**src/rtl/ysyx_220053_rf_wb_arbiter_pkg.sv**
```systemverilog
// ysyx_220053_wb_pkg: requester indices, default widths and write-request type for the write-back arbiter
package ysyx_220053_wb_pkg;
    localparam int REQ_EXU = 0;
    localparam int REQ_LSU = 1;
    localparam int WB_ADDR_WIDTH = 5;
    localparam int WB_DATA_WIDTH = 64;
    typedef struct packed {
        logic [WB_ADDR_WIDTH-1:0] addr;
        logic [WB_DATA_WIDTH-1:0] data;
    } wb_req_t;
endpackage

```
**src/rtl/ysyx_220053_rf_wb_arbiter_arb.sv**
```systemverilog
// ysyx_220053_rr_arb2: two-way round-robin arbiter, the loser of the previous transfer wins a conflict
module ysyx_220053_rr_arb2
    import ysyx_220053_wb_pkg::*;
(
    input  logic       clk,
    input  logic       rst,
    input  logic [1:0] valid,
    output logic [1:0] grant
);
    logic last;
    // a lone requester always wins; on conflict the one not served last wins
    always_comb begin
        grant = '0;
        grant[REQ_EXU] = valid[REQ_EXU] && (!valid[REQ_LSU] || last);
        grant[REQ_LSU] = valid[REQ_LSU] && (!valid[REQ_EXU] || !last);
    end
    // track the index of the most recent transfer; starts at LSU so EXU wins the first conflict
    always_ff @(posedge clk)
        last <= !rst ? 1'b1 : grant[REQ_LSU] ? 1'b1 : grant[REQ_EXU] ? 1'b0 : last;
endmodule

```
**src/rtl/ysyx_220053_rf_wb_arbiter.sv**
```systemverilog
// ysyx_220053_rf_wb_arbiter: shares the register-file write port between EXU and LSU and tracks pending writes
// Optional forwarding outputs are enabled by defining YSYX_220053_WB_BYPASS_EN.
module ysyx_220053_rf_wb_arbiter
    import ysyx_220053_wb_pkg::*;
#(
    parameter int ADDR_WIDTH = WB_ADDR_WIDTH,
    parameter int DATA_WIDTH = WB_DATA_WIDTH
) (
    input  logic                  clk,
    input  logic                  rst,
    input  logic                  req0_valid,
    output logic                  req0_ready,
    input  logic [ADDR_WIDTH-1:0] req0_addr,
    input  logic [DATA_WIDTH-1:0] req0_data,
    input  logic                  req1_valid,
    output logic                  req1_ready,
    input  logic [ADDR_WIDTH-1:0] req1_addr,
    input  logic [DATA_WIDTH-1:0] req1_data,
    input  logic                  alloc_valid,
    input  logic [ADDR_WIDTH-1:0] alloc_addr,
    input  logic [ADDR_WIDTH-1:0] raaddr,
    input  logic [ADDR_WIDTH-1:0] rbaddr,
    output logic                  ra_busy,
    output logic                  rb_busy,
`ifdef YSYX_220053_WB_BYPASS_EN
    output logic                  fwd_a_hit,
    output logic                  fwd_b_hit,
    output logic [DATA_WIDTH-1:0] fwd_data,
`endif
    output logic                  rf_wen,
    output logic [ADDR_WIDTH-1:0] rf_waddr,
    output logic [DATA_WIDTH-1:0] rf_wdata
);
    localparam int DEPTH = 2 ** ADDR_WIDTH;
    localparam logic [DEPTH-1:0] KEEP = {{(DEPTH-1){1'b1}}, 1'b0};

    logic [1:0]       valid;
    logic [1:0]       grant;
    logic             fire;
    wb_req_t          sel;
    logic [DEPTH-1:0] busy;
    logic [DEPTH-1:0] set_vec;
    logic [DEPTH-1:0] clr_vec;

    ysyx_220053_rr_arb2 u_arb (
        .clk   (clk),
        .rst   (rst),
        .valid (valid),
        .grant (grant)
    );

    // pack requester valids and pick the granted request
    always_comb begin
        valid = '0;
        valid[REQ_EXU] = req0_valid;
        valid[REQ_LSU] = req1_valid;
        sel = grant[REQ_LSU] ? {req1_addr, req1_data} : {req0_addr, req0_data};
    end

    assign req0_ready = rst && !grant[REQ_LSU];
    assign req1_ready = rst && !grant[REQ_EXU];
    assign fire       = rst && |grant;

    // register the granted write; x0 writes complete the handshake but never enable the port
    always_ff @(posedge clk) begin
        if (!rst) begin
            rf_wen   <= 1'b0;
            rf_waddr <= '0;
            rf_wdata <= '0;
        end else begin
            rf_wen <= fire && sel.addr != '0;
            if (fire) begin
                rf_waddr <= sel.addr;
                rf_wdata <= sel.data;
            end
        end
    end

    // one-hot set from issue allocation and clear from the committing write
    always_comb begin
        set_vec = '0;
        clr_vec = '0;
        set_vec[alloc_addr] = alloc_valid;
        clr_vec[rf_waddr] = rf_wen;
    end

    // pending-write scoreboard: set beats clear on the same register, x0 never pending
    always_ff @(posedge clk)
        busy <= !rst ? '0 : ((busy & ~clr_vec) | set_vec) & KEEP;

`ifdef YSYX_220053_WB_BYPASS_EN
    assign fwd_a_hit = rf_wen && rf_waddr == raaddr && raaddr != '0;
    assign fwd_b_hit = rf_wen && rf_waddr == rbaddr && rbaddr != '0;
    assign fwd_data  = rf_wdata;
    assign ra_busy   = busy[raaddr] && !fwd_a_hit;
    assign rb_busy   = busy[rbaddr] && !fwd_b_hit;
`else
    assign ra_busy   = busy[raaddr];
    assign rb_busy   = busy[rbaddr];
`endif
endmodule

```
**config.mk**
```make
export PLATFORM = sky130hd
export DESIGN_NAME = ysyx_220053_rf_wb_arbiter
export DESIGN_NICKNAME = d
export VERILOG_FILES = /design/src/rtl/ysyx_220053_rf_wb_arbiter_pkg.sv /design/src/rtl/ysyx_220053_rf_wb_arbiter_arb.sv /design/src/rtl/ysyx_220053_rf_wb_arbiter.sv
export SDC_FILE = /design/constraint.sdc
export NUM_CORES = 1
export LEC_CHECK = 0
export CAP_MARGIN = 20
export CORE_MARGIN = 2
export CORE_UTILIZATION = 39
export CTS_BUF_LIST = sky130_fd_sc_hd__clkbuf_4
export CTS_CLUSTER_DIAMETER = 120
export DETAILED_ROUTE_END_ITERATION = 16
export PLACE_DENSITY = 0.82
export SYNTH_ARGS = -nofsm -noshare
export SYNTH_HDL_FRONTEND = slang
export SYNTH_SLANG_ARGS = --single-unit
```
**constraint.sdc**
```tcl
create_clock -name clk -period 1.3 [get_ports clk]
set_input_delay 0.13 -clock clk [delete_from_list [all_inputs] [get_ports clk]]
set_output_delay 0.13 -clock clk [all_outputs]
set_load 0.01 [all_outputs]
```
After elaboration in Yosys (flattened, before gate mapping)
Index checks and enable logic that the tools add are counted.
{"block": "word_totals", "regBits": 102, "inputBits": 158, "out_inout_bits": 74, "elab_cells": 44}
{"block": "op_classes", "magnitude_cmp": 6, "n_mux": 9, "n_bitwise": 6, "n_reduce_logical": 18}
{"op": "32-bit AND", "n": 3}
{"op": "69-bit two-way mux", "n": 1}
{"op": "32-bit NOT", "n": 1}
{"op": "32-bit bitwise OR", "n": 1}
{"op": "5-bit by 6-bit < comparator with 1-bit output (second input constant)", "n": 4}
{"op": "1-bit binary-select mux with 5-bit select", "n": 2}
{"op": "1-bit demux with 5-bit select", "n": 2}
{"op": "5-bit by 1-bit >= comparator with 1-bit output (second input constant)", "n": 2}
{"op": "1-bit logical AND", "n": 8}
{"op": "1-bit logical NOT", "n": 5}
{"op": "5-bit nonzero test", "n": 1}
{"op": "1-bit two-way mux", "n": 4}
{"op": "2-bit OR reduction", "n": 2}
{"op": "1-bit logical OR", "n": 2}
{"op": "1-bit NOT", "n": 1}

Depth between registers and ports, before layout
{"block": "logic_depth", "word_depth": 8, "depth_mapped": 6, "mapped_depth_nobuf": 4}

Hierarchy
Synthesis repeated with hierarchy kept, for this count alone.
{"block": "unflattened", "cells_unflattened": 625, "hier_area_um2": 5278.8}
{"mod": "ysyx_220053_rf_wb_arbiter", "n_inst": 1, "cells_each": 618, "area_per_inst_um2": 5217.5, "seq_area_each_um2": 2021.9}
{"mod": "ysyx_220053_rr_arb2", "n_inst": 1, "cells_each": 7, "area_per_inst_um2": 61.3, "seq_area_each_um2": 20.0}

Worst setup path after synthesis
OpenSTA, ideal clock, no wires.
{"block": "synth_timing", "path_kind": "register to register", "startpoint": "register rf_waddr[2]", "endpoint": "register busy[7]", "setup_time_ps": 124, "arrival_time_ps": 1207, "t_required_ps": 1176, "path_slack_ps": -31, "path_stages_with_launch": 5, "n_path_buf": 1, "period_less_slack_ps": 1331, "cell_sequence": "dfxtp_1 -> buf_2 -> or3b_2 -> o21ai_0 -> a21boi_0"}
{"block": "synth_via", "elab_chain_len": 8, "elab_cells_between_ends": 9, "classes_between": "order compare: 2; mux: 2; bitwise: 4; reduce/logical: 1"}
{"item": "start: declaration", "line": "ysyx_220053_rf_wb_arbiter.sv:31", "rtl": "output logic [ADDR_WIDTH-1:0] rf_waddr,"}
{"item": "start signal: assignment", "line": "ysyx_220053_rf_wb_arbiter.sv:73", "rtl": "rf_waddr <= sel.addr;"}
{"item": "5-bit by 6-bit < comparator with 1-bit output (not written as such) / 5-bit by 1-bit >= comparator with 1-bit output (equally long branches)", "line": "ysyx_220053_rf_wb_arbiter.sv:84", "rtl": "clr_vec[rf_waddr] = rf_wen;"}
{"item": "1-bit logical AND (not written as such)", "line": "ysyx_220053_rf_wb_arbiter.sv:84"}
{"item": "1-bit two-way mux (not written as such)", "line": "ysyx_220053_rf_wb_arbiter.sv:84"}
{"item": "1-bit demux with 5-bit select (*)", "line": "ysyx_220053_rf_wb_arbiter.sv:84"}
{"item": "32-bit AND (no source line) (*)"}
{"item": "32-bit NOT (*)", "line": "ysyx_220053_rf_wb_arbiter.sv:89", "rtl": "busy <= !rst ? '0 : ((busy & ~clr_vec) | set_vec) & KEEP;"}
{"item": "32-bit AND (*)", "line": "ysyx_220053_rf_wb_arbiter.sv:89"}
{"item": "32-bit bitwise OR (*)", "line": "ysyx_220053_rf_wb_arbiter.sv:89"}
{"item": "end signal: assignment", "line": "ysyx_220053_rf_wb_arbiter.sv:89"}
{"item": "end: declaration", "line": "ysyx_220053_rf_wb_arbiter.sv:41", "rtl": "logic [DEPTH-1:0] busy;"}
Mark *: on every way between the ends. The rest lies on a longest branch, timed or not.
A chain may end at the register's enable or synchronous reset.

Final worst setup path
{"block": "layout_timing", "startpoint": "register busy[20]", "endpoint": "output port rb_busy"}
{"block": "layout_via", "elab_chain_len": 2}
{"item": "1-bit binary-select mux with 5-bit select", "line": "ysyx_220053_rf_wb_arbiter.sv:99", "rtl": "assign rb_busy = busy[rbaddr];"}
{"item": "1-bit two-way mux (not written as such)", "line": "ysyx_220053_rf_wb_arbiter.sv:99"}
{"item": "end: declaration", "line": "ysyx_220053_rf_wb_arbiter.sv:24", "rtl": "output logic rb_busy,"}
Every way passes these cells. The select of a mux whose other input is x is not followed.

==> results.toml <==
[logic_synthesis]
syn_area_per_cell_um2 = 9.38
synthXorXnorAreaFrac_pct = 0
synth.mux.area_fraction_pct = 19.3
syn_nets = 713
synth_top_family_by_area = "compound AO/OA/AOI/OAI gates"
synthSimpleGateAreaFrac_pct = 13.8
syn_inst = 555
synth_seq_cells = 102
synthesis.area_mm2 = 0.00521
ys_warn_count = 0
ys_seq_area_share_pct = 39.2
synth_compound_area_share_pct = 23.3
synth_fa_ha_area_share_pct = 0
yosysUniqueCellTypes = 32

[cts]
clk_latency_ns = 0.44
clk_pin_slew_worst_paths_ns = 0.14
cts_buffers = 9
cts-root-buf = "clkbuf_4"
clock_path_buffers = 2
cts_tree = "built"
clock_sinks = 102
cts.htree.levels = 3

[min_path]
hold_class = "primary input to register"

[sta]
hold_ws_ns = 0.0783
maxSlewViolCount = 0
finalCritPeriodShare_pct = 145
fin_ws_ns = -0.579
relSlewSlack_pct = 52.0
setup_viol = 64
fin_tns_setup_ns = -13.44
hold_viol_final = 0
fin_skew_ns = 0.00649
fmax_mhz = 532
fin_crit_ns = 1.88
tightest_slew_ns = 0.720
rsz0062_at_grt = "yes"

[worst_setup_path]
cp.arrival_ns = 1.75
cp-start-kind = "register"
critPathCaptureType = "output pin"
path_max_fanout = 3
crit_type = "register to output pin"
crit_required_ns = 1.17

[placed_design]
dp_hpwl_um = 13100
place.gp.congestion = 0.920
io_buffers = 231

[power_and_ir_drop]
p_leak_nw = 3.97
power_density_mw_per_mm2 = 844
peakVddDrop_v = 0.000457

[finish]
drive_gt1_share_pct = 19.4
area_growth_pct = 63.3
n_fill_cell = 1039
nets = 974
utilization_pct = 64.7
seq_area_mm2 = 0.00206
multi_input_area_mm2 = 0.00314

[die]
die_area_mm2 = 0.0143
ioPinCount = 232
dieHeight_um = 120
initial_utilization_pct = 39.6
fp-row-count = 42
die_x_um = 120
core_area_mm2 = 0.0131

[route]
finalWirelength_um = 17200
wl_met3_um = 1010
drc_errors = 0
wl_per_cell_um = 17.3
via_per_inst = 5.37
drt_iter0_markers = 238
ant_nets = 0
drtPass1Iterations = 5
met1_length_um = 6590
wl_met2_um = 9120
num_vias = 5357
highest_layer = "met4"

[grt]
gr-usage-all-layers_pct = 23.5
grt_max_degree = 76
gr-total-overflow = 0
antenna_found_initial = 1
grt_pass1_vias = 5489
grt_pass1_wl_um = 26800

[run_status]
violations = "setup timing"
status = "finished, violations left"

[job]
drv_cap = 0
through the flow:
stage	total power (W)	setup WS [ns]	std cells	cell area [µm²]
after floorplan	0.00433	0.00144	555	5220
after global placement	0.00550	-0.929	968	8020
after detailed placement	0.00555	-0.964	968	8020
after CTS	0.00712	-0.609	993	8320
after global routing	0.00752	-0.664	998	8500
final	0.00717	-0.579	998	8500
metal layers:
metal | GRT usage, % | up-vias
li1 | - | 2534
met1 | 25.8 | 2548
met2 | 43.4 | 236
met3 | 4.75 | 39
met4 | 10.2 | 0
met5 | 0 | -
critical path, cell delays in order (launching register included):
cell	delay [ns]
dfxtp_1	0.37
mux4_2	0.45
nand2b_1	0.15
o2111ai_1	0.10
nand4_1	0.10
buf_2	0.15
logic make-up (layout without fill, tap and decap cells):
group	after synthesis	after routing
DFF	102	102
other	0	1
and+or+nand+nor	160	160
buffers and inverters	49	315
AOI/OAI and AO/OA	151	151
muxes	93	93
flip-flops by register name, indices dropped and copies added, names as in the netlist:
signal      cells
rf_wen          1
rf_waddr        5
rf_wdata       64
u_arb.last      1
busy           31
synth_stat cells:
library cell / count / area, µm²
and3_1: 3 / 18.8
o211a_1: 69 / 691
nor2_1: 9 / 33.8
nand3_1: 10 / 50.1
a211oi_1: 2 / 15.0
inv_1: 3 / 11.3
o211ai_1: 2 / 15.0
o21ai_0: 32 / 160
nand3b_1: 5 / 37.5
mux2i_1: 87 / 871
nor3_1: 3 / 15.0
clkbuf_1: 23 / 86.3
a21boi_0: 33 / 248
nor3b_1: 4 / 30.0
a22oi_1: 4 / 30.0
nand2b_1: 4 / 25.0
nand2_1: 107 / 402
a21oi_1: 6 / 30.0
nand4_1: 2 / 12.5
nor2b_1: 5 / 31.3
a31oi_1: 1 / 6.26
dfxtp_1: 102 / 2040
buf_4: 7 / 52.6
or3_1: 1 / 6.26
o2111ai_1: 2 / 17.5
or2_2: 1 / 6.26
and3b_1: 3 / 26.3
or4_1: 1 / 7.51
mux4_2: 6 / 135
buf_2: 14 / 70.1
buf_1: 2 / 7.51
or3b_2: 2 / 17.5
cell type report:
type,count,area share [%]
clock buffer,10,0.883
tap,176,2.59
inverter,3,0.132
clock inverter,6,0.618
antenna,1,0.0294
sequential,102,24.3
timing repair buffer,296,34.6
multi-input combinational,404,36.9
power breakdown:
part	leakage, nW	switching [W]	internal [W]
logic	3.05	0.000891	0.00125
registers	0.847	0.000119	0.00333
clock network	0.0750	0.000995	0.000589
cell usage in the layout, fill, tap and decap left out, drive strengths merged, types with 2 or more instances in the layout:
master	Yosys	final
clkdlybuf4s50	0	154
nand2	107	107
dfxtp	102	102
mux2i	87	87
buf	23	71
o211a	69	69
dlygate4sd2	0	36
a21boi	33	33
o21ai	32	32
clkdlybuf4s15	0	25
clkbuf	23	20
nand3	10	10
nor2	9	9
mux4	6	6
a21oi	6	6
nand3b	5	5
nor2b	5	5
clkinv	0	5
a22oi	4	4
nor3b	4	4
nand2b	4	4
nor3	3	3
and3b	3	3
and3	3	3
inv	3	3
a211oi	2	2
o211ai	2	2
nand4	2	2
or3b	2	2
o2111ai	2	2
worst paths after layout:
kind	from	endpoint	slack, ns	cells past startpoint
worst max-delay path	busy[20]	rb_busy	-0.58	5
worst min-delay path	rst	u_arb.last	0.08	3
worst max register to register	u_arb.last	rf_wdata[6]	-0.28	7
worst min register to register	busy[7]	busy[7]	0.51	2
timing repair:
action,4_1_cts,5_1_grt
setup buffers,8,5
hold buffers,0,0
setup endpoints to repair,146,132
gates cloned,2,1
pin swaps,19,40
resized for setup,146,100
No activity file was read; power rests on OpenSTA's default activity.
